`src/rtl/axi4_stream_fifo.sv`:
```
// AXI4-Stream FIFO: a DEPTH-entry array plus a registered first-word-fall-through output beat.
// Define AXI4_STREAM_FIFO_PACKET_MODE_EN to hold output until a whole TLAST packet is stored.
module axi4_stream_fifo #(
    parameter int N     = 1,
    parameter int I     = 1,
    parameter int D     = 1,
    parameter int U     = 1,
    parameter int DEPTH = 16
) (
    input  logic                     ACLK,
    input  logic                     ARESET,
    input  logic                     S_TVALID,
    output logic                     S_TREADY,
    input  logic [8*N-1:0]           S_TDATA,
    input  logic [N-1:0]             S_TSTRB,
    input  logic [N-1:0]             S_TKEEP,
    input  logic                     S_TLAST,
    input  logic [I-1:0]             S_TID,
    input  logic [D-1:0]             S_TDEST,
    input  logic [U-1:0]             S_TUSER,
    output logic                     M_TVALID,
    input  logic                     M_TREADY,
    output logic [8*N-1:0]           M_TDATA,
    output logic [N-1:0]             M_TSTRB,
    output logic [N-1:0]             M_TKEEP,
    output logic                     M_TLAST,
    output logic [I-1:0]             M_TID,
    output logic [D-1:0]             M_TDEST,
    output logic [U-1:0]             M_TUSER,
    output logic [$clog2(DEPTH):0]   COUNT
);

    localparam int AW = $clog2(DEPTH);
    localparam int CW = AW + 1;
    localparam int W  = 10 * N + 1 + I + D + U;
    localparam logic [AW:0] PTR_ONE = 1;

    typedef logic [W-1:0] word_t;

    word_t          mem [DEPTH];
    word_t          s_word;
    word_t          out_q, out_d;
    logic [AW:0]    wr_q, wr_d, rd_q, rd_d;
    logic [CW-1:0]  count_q, count_d;
    logic           m_valid_q, m_valid_d;
    logic           s_ready_q;
    logic           push, pop, out_free, arr_empty, allow, load, mem_we;

    // Handshake: a beat moves on a rising edge only when VALID and READY are both high;
    // S_TREADY is a register, so the slave side never sees M_TREADY combinationally.
    assign s_word    = {S_TDATA, S_TSTRB, S_TKEEP, S_TLAST, S_TID, S_TDEST, S_TUSER};
    assign push      = S_TVALID & s_ready_q;
    assign pop       = m_valid_q & M_TREADY;
    assign out_free  = ~m_valid_q | M_TREADY;
    assign arr_empty = (wr_q == rd_q);

`ifdef AXI4_STREAM_FIFO_PACKET_MODE_EN
    localparam int LB = I + D + U;

    logic [CW-1:0]  pkt_q, pkt_d;
    logic           mid_q, mid_d;

    // Release when a whole packet is stored (or completes this edge), while a packet is
    // already streaming, or when the array is full with no TLAST inside (deadlock escape).
    assign allow = (pkt_q != '0) | mid_q | (count_q == CW'(DEPTH)) | (push & S_TLAST);
    assign pkt_d = pkt_q + CW'(push & S_TLAST) - CW'(pop & M_TLAST);

    always_comb begin
        mid_d = mid_q;
        if (load) begin
            mid_d = ~out_d[LB];
        end
    end

    always_ff @(posedge ACLK or posedge ARESET) begin
        if (ARESET) begin
            pkt_q <= '0;
            mid_q <= 1'b0;
        end else begin
            pkt_q <= pkt_d;
            mid_q <= mid_d;
        end
    end
`else
    assign allow = 1'b1;
`endif

    // The output register refills from the array head, or straight from the slave side
    // when the array is empty, so an idle FIFO shows a new beat one cycle after accept.
    always_comb begin
        wr_d      = wr_q;
        rd_d      = rd_q;
        out_d     = out_q;
        m_valid_d = m_valid_q;
        mem_we    = 1'b0;
        load      = out_free & allow & (~arr_empty | push);
        if (load) begin
            m_valid_d = 1'b1;
            if (!arr_empty) begin
                out_d  = mem[rd_q[AW-1:0]];
                rd_d   = rd_q + PTR_ONE;
                mem_we = push;
            end else begin
                out_d = s_word;
            end
        end else begin
            if (pop) begin
                m_valid_d = 1'b0;
            end
            mem_we = push;
        end
        if (mem_we) begin
            wr_d = wr_q + PTR_ONE;
        end
        count_d = count_q + CW'(push) - CW'(pop);
    end

    always_ff @(posedge ACLK) begin
        if (mem_we) begin
            mem[wr_q[AW-1:0]] <= s_word;
        end
    end

    always_ff @(posedge ACLK or posedge ARESET) begin
        if (ARESET) begin
            wr_q      <= '0;
            rd_q      <= '0;
            out_q     <= '0;
            m_valid_q <= 1'b0;
            count_q   <= '0;
            s_ready_q <= 1'b0;
        end else begin
            wr_q      <= wr_d;
            rd_q      <= rd_d;
            out_q     <= out_d;
            m_valid_q <= m_valid_d;
            count_q   <= count_d;
            s_ready_q <= (count_d != CW'(DEPTH));
        end
    end

    assign {M_TDATA, M_TSTRB, M_TKEEP, M_TLAST, M_TID, M_TDEST, M_TUSER} = out_q;
    assign M_TVALID = m_valid_q;
    assign S_TREADY = s_ready_q;
    assign COUNT    = count_q;

endmodule

```
`config.mk`:
```
export PLATFORM = sky130hd
export DESIGN_NAME = axi4_stream_fifo
export DESIGN_NICKNAME = d
export VERILOG_FILES = /design/src/rtl/axi4_stream_fifo.sv
export SDC_FILE = /design/constraint.sdc
export NUM_CORES = 1
export LEC_CHECK = 0
export BUFFER_PORTS_ARGS = -buffer_cell sky130_fd_sc_hd__buf_2
export CAP_MARGIN = 40
export CORE_MARGIN = 3
export CORE_UTILIZATION = 55
export CTS_BUF_LIST = sky130_fd_sc_hd__clkbuf_8
export CTS_CLUSTER_SIZE = 20
export DETAILED_ROUTE_END_ITERATION = 12
export PLACE_DENSITY_LB_ADDON = 0.15
export SKIP_LAST_GASP = 1
export SYNTH_ARGS = -nofsm -noshare
export SYNTH_HDL_FRONTEND = slang
export SYNTH_SLANG_ARGS = --single-unit
```
`constraint.sdc`:
```
create_clock -name ACLK -period 5.6 [get_ports ACLK]
set_clock_uncertainty 0.1 [all_clocks]
set_input_delay 0.56 -clock ACLK [delete_from_list [all_inputs] [get_ports ACLK]]
set_output_delay 0.56 -clock ACLK [all_outputs]
set_load 0.005 [all_outputs]
```
==> metrics.txt <==
# TYPE chip_impl_metric gauge
chip_impl_info{name="setup.worst_path.start_class",value="register"} 1
chip_impl_info{name="timing_worst_setup_path_type",value="reg -> reg"} 1
chip_impl_metric{name="post_synthesis_net_count",unit=""} 596
chip_impl_metric{name="synth_xor_xnor_area_share",unit="%"} 1.45
chip_impl_metric{name="die_x",unit="um"} 143
chip_impl_metric{name="cts.htree.levels",unit=""} 2
chip_impl_metric{name="met3_wirelength",unit="um"} 1640
chip_impl_metric{name="clock-sinks",unit=""} 255
chip_impl_metric{name="timing.reg2reg.setup_slack",unit="ns"} 2.58
chip_impl_metric{name="route.final.wire_length",unit="um"} 23000
chip_impl_info{name="top_layer_used",value="met4"} 1
chip_impl_metric{name="avgViaCountPerCell",unit=""} 6.08
chip_impl_info{name="status",value="finished, final reports clean"} 1
chip_impl_metric{name="yosysWarningCount",unit=""} 0
chip_impl_metric{name="detail_route.wirelength.met1",unit="um"} 9590
chip_impl_metric{name="drt_first_pass_iters",unit=""} 5
chip_impl_metric{name="yosysTopAreaCellShare",unit="%"} 65.6
chip_impl_metric{name="power.leakage",unit="uW"} 0.00415
chip_impl_metric{name="globalplace.congestion",unit=""} 0.965
chip_impl_info{name="crit_start",value="S_TREADY"} 1
chip_impl_metric{name="yosysSeqAreaShare",unit="%"} 73.1
chip_impl_info{name="worst_reg2reg_startpoint",value="S_TREADY"} 1
chip_impl_metric{name="post_synth_mux_area_share",unit="%"} 11.9
chip_impl_metric{name="ir_worst_vdd",unit="V"} 0.000303
chip_impl_metric{name="fill_cells",unit=""} 1270
chip_impl_metric{name="die_height",unit="um"} 143
chip_impl_info{name="combinational_family_with_the_most_area_after_synthesis",value="multiplexers"} 1
chip_impl_metric{name="grt_pass1_vias",unit=""} 5452
chip_impl_info{name="cp-endpoint",value="S_TREADY"} 1
chip_impl_metric{name="post_placement_cell_count",unit=""} 808
chip_impl_metric{name="routed-wl-met2",unit="um"} 10900
chip_impl_metric{name="worst-slew-pin-transition",unit="ns"} 0.851
chip_impl_metric{name="synthesis.area_per_instance",unit="um^2"} 18.1
chip_impl_metric{name="post_route_cells_drive_above_1_share",unit="%"} 21.0
chip_impl_info{name="critical_path.endpoint_type",value="register"} 1
chip_impl_metric{name="power_density_normalized_to_cell_area",unit="mW/mm^2"} 522
chip_impl_metric{name="grt_max_degree",unit=""} 44
chip_impl_info{name="synth_ff_type",value="sky130_fd_sc_hd__edfxtp_1"} 1
chip_impl_metric{name="drc",unit=""} 0
chip_impl_metric{name="async_flop_share",unit="%"} 12.2
chip_impl_metric{name="timing.slew.headroom",unit="%"} 43.1
chip_impl_metric{name="synth-compound-area-share",unit="%"} 5.63
chip_impl_metric{name="slew_viol_final",unit=""} 0
chip_impl_metric{name="post_synth_and_or_nand_nor_area_fraction",unit="%"} 3.99
chip_impl_metric{name="fin_crit",unit="ns"} 3.02
chip_impl_metric{name="initial_cell_density_of_the_core",unit="%"} 56.5
chip_impl_metric{name="placementRows",unit=""} 49
chip_impl_info{name="yosys.area.top_type",value="sky130_fd_sc_hd__edfxtp_1"} 1
chip_impl_metric{name="arrival",unit="ns"} 3.32
chip_impl_metric{name="number_of_synthesized_flops_with_an_enable_pin",unit=""} 224
chip_impl_metric{name="core",unit="mm^2"} 0.0181
chip_impl_metric{name="gr-total-overflow",unit=""} 0
chip_impl_metric{name="numCtsBuffers",unit=""} 42
chip_impl_metric{name="setup-tns-final",unit="ns"} 0
chip_impl_metric{name="drt_iter0_markers",unit=""} 494
chip_impl_metric{name="grt_pass1_wl",unit="um"} 34300
chip_impl_info{name="synthTopCellsByCount",value="sky130_fd_sc_hd__edfxtp_1 (224), sky130_fd_sc_hd__mux2i_1 (49), sky130_fd_sc_hd__dfrtp_1 (31)"} 1
chip_impl_metric{name="numPortBuffers",unit=""} 38
chip_impl_info{name="dominant_cells_by_area_after_synthesis",value="sky130_fd_sc_hd__edfxtp_1 (66%), sky130_fd_sc_hd__dfrtp_1 (7.6%), sky130_fd_sc_hd__mux4_2 (5.9%), sky130_fd_sc_hd__mux2i_1 (4.8%), sky130_fd_sc_hd__o22ai_1 (1.7%)"} 1
chip_impl_metric{name="post_synth_fa_ha_maj_area_fraction",unit="%"} 1.41
chip_impl_metric{name="vias",unit=""} 5377
chip_impl_info{name="r2r-end",value="S_TREADY"} 1
chip_impl_metric{name="synth.lib_cells_used.distinct",unit=""} 42
chip_impl_metric{name="globalRouteTotalUtil",unit="%"} 23.3
chip_impl_metric{name="insertedDiodeCount",unit=""} 0
chip_impl_metric{name="yosys_register_bits",unit=""} 255
chip_impl_metric{name="antenna_left",unit=""} 0
chip_impl_metric{name="hpwl_dp",unit="um"} 14600
chip_impl_metric{name="postSynthCellCount",unit=""} 567
chip_impl_metric{name="timing.final.hold_violations",unit=""} 0
chip_impl_metric{name="critPathRequiredTime",unit="ns"} 5.90
chip_impl_metric{name="synth.cell_area",unit="mm^2"} 0.0103
chip_impl_info{name="worstHoldPathType",value="in -> async"} 1
chip_impl_metric{name="ios",unit=""} 39
chip_impl_metric{name="report.final.setup_viol",unit=""} 0
chip_impl_metric{name="clk_path_buf_depth",unit=""} 3
chip_impl_metric{name="layout_worst_path_cycle_share",unit="%"} 54.0
chip_impl_metric{name="fmax",unit="GHz"} 0.331
chip_impl_metric{name="post_cts.repair.setup_buffers",unit=""} 0
chip_impl_info{name="synth_most_common_cell",value="sky130_fd_sc_hd__edfxtp_1"} 1
chip_impl_metric{name="nets",unit=""} 653
chip_impl_metric{name="reg2regPathDepth",unit=""} 12
chip_impl_metric{name="crit_fanout",unit=""} 14
chip_impl_metric{name="post_drt_wl_per_cell",unit="um"} 26.0
chip_impl_metric{name="finish.cell_count_without_fillers",unit=""} 885
chip_impl_metric{name="clk_pin_slew",unit="ns"} 0.05
chip_impl_metric{name="finalCoreUtilization",unit="%"} 62.9
chip_impl_metric{name="antenna_found_initial",unit=""} 0
chip_impl_metric{name="die_area",unit="mm^2"} 0.0203
chip_impl_info{name="root_buffer",value="sky130_fd_sc_hd__clkbuf_8"} 1
chip_impl_metric{name="cts_hold_buf",unit=""} 0
chip_impl_metric{name="cts.repair.resized",unit=""} 0
chip_impl_info{name="tritoncts",value="built"} 1
chip_impl_metric{name="areaGrowthSynthToFinish",unit="%"} 11.3
chip_impl_metric{name="clk-insertion-delay-late",unit="ns"} 0.53
chip_impl_info{name="grt_setup_unrepaired",value="false"} 1
chip_impl_metric{name="drv_cap",unit=""} 0
per-layer routing:
| metal | track usage [%] | up-vias |
|---|---|---|
| li1 | - | 2380 |
| met1 | 33.6 | 2739 |
| met2 | 35.9 | 207 |
| met3 | 4.33 | 51 |
| met4 | 9.05 | 0 |
| met5 | 0 | - |
critical path, stage by stage, from the launching register on:
cell	delay (ns)
sky130_fd_sc_hd__dfrtp_1	0.34
sky130_fd_sc_hd__and2_0	0.64
sky130_fd_sc_hd__inv_1	0.22
sky130_fd_sc_hd__ha_1	0.35
sky130_fd_sc_hd__inv_1	0.06
sky130_fd_sc_hd__ha_1	0.15
sky130_fd_sc_hd__inv_1	0.06
sky130_fd_sc_hd__fa_1	0.44
sky130_fd_sc_hd__inv_1	0.07
sky130_fd_sc_hd__a21o_1	0.10
sky130_fd_sc_hd__a21oi_1	0.07
sky130_fd_sc_hd__xnor2_1	0.20
sky130_fd_sc_hd__nand3b_1	0.10
through the flow:
stage                     hold WS, ns  worst slack (ns)  total power (uW)  cell area, um^2
after floorplan                 0.362              2.76              3930            10300
after global placement          0.366              2.31              4450            10600
after detailed placement        0.372              2.29              4530            10600
after CTS                     0.00806              2.59              5990            11400
after global routing           0.0181              2.34              6270            11400
final                          0.0175              2.58              5960            11400
cell usage in the layout (no fill, tap or decap), types with 17 or more instances in the layout:
cell type / count
sky130_fd_sc_hd__edfxtp_1: 224
sky130_fd_sc_hd__mux2i_1: 49
sky130_fd_sc_hd__clkbuf_8: 48
sky130_fd_sc_hd__buf_2: 38
sky130_fd_sc_hd__inv_1: 30
sky130_fd_sc_hd__dfrtp_1: 29
sky130_fd_sc_hd__o22ai_1: 28
sky130_fd_sc_hd__mux4_2: 27
sky130_fd_sc_hd__nand2_1: 20
sky130_fd_sc_hd__and3_1: 18
sky130_fd_sc_hd__nand3_1: 17
cell families (layout without fill, tap and decap cells):
group	count (synthesis)	in the layout
AOI/OAI and AO/OA	78	78
xor gates and xnor gates	17	17
adders and majority gates	11	11
buffers and inverters	46	135
DFF	255	255
muxes	83	83
and+or+nand+nor	77	77
worst min-delay path by stage:
stage | from | endpoint | slack (ns) | depth (start not counted)
after floorplan | wr_q[4] | wr_q[4] | 0.36 | 1
after global routing | ARESET | COUNT[0] | 0.02 | 3
after global placement | out_q[8] | out_q[8] | 0.37 | 2
after CTS | ARESET | wr_q[2] | 0.008 | 3
final | ARESET | S_TREADY | 0.02 | 3
after detailed placement | out_q[8] | out_q[8] | 0.37 | 2
power breakdown:
group	total, uW	internal [uW]	leakage (uW)	switching (uW)
clock	1470	780	0.000468	687
combinational	1940	824	0.00129	1120
sequential	2550	2380	0.00239	174
total	5960	3980	0.00414	1980
sequential cells by signal, summed over array words and instances (netlist names):
name,count
COUNT,5
M_TVALID,1
S_TREADY,1
mem,224
out_q,14
rd_q,5
wr_q,5
cell type report:
class / instances / area, um^2 / share of cell area, %
clock buffers: 48 / 661 / 5.79
multi-input cells: 266 / 2510 / 22.0
inverters: 12 / 45.0 / 0.395
repair buffers: 47 / 289 / 2.53
well taps: 229 / 287 / 2.51
flip-flops and latches: 255 / 7510 / 65.8
clock inverters: 28 / 111 / 0.976
Note: power is estimated with default switching activity, not from simulation.
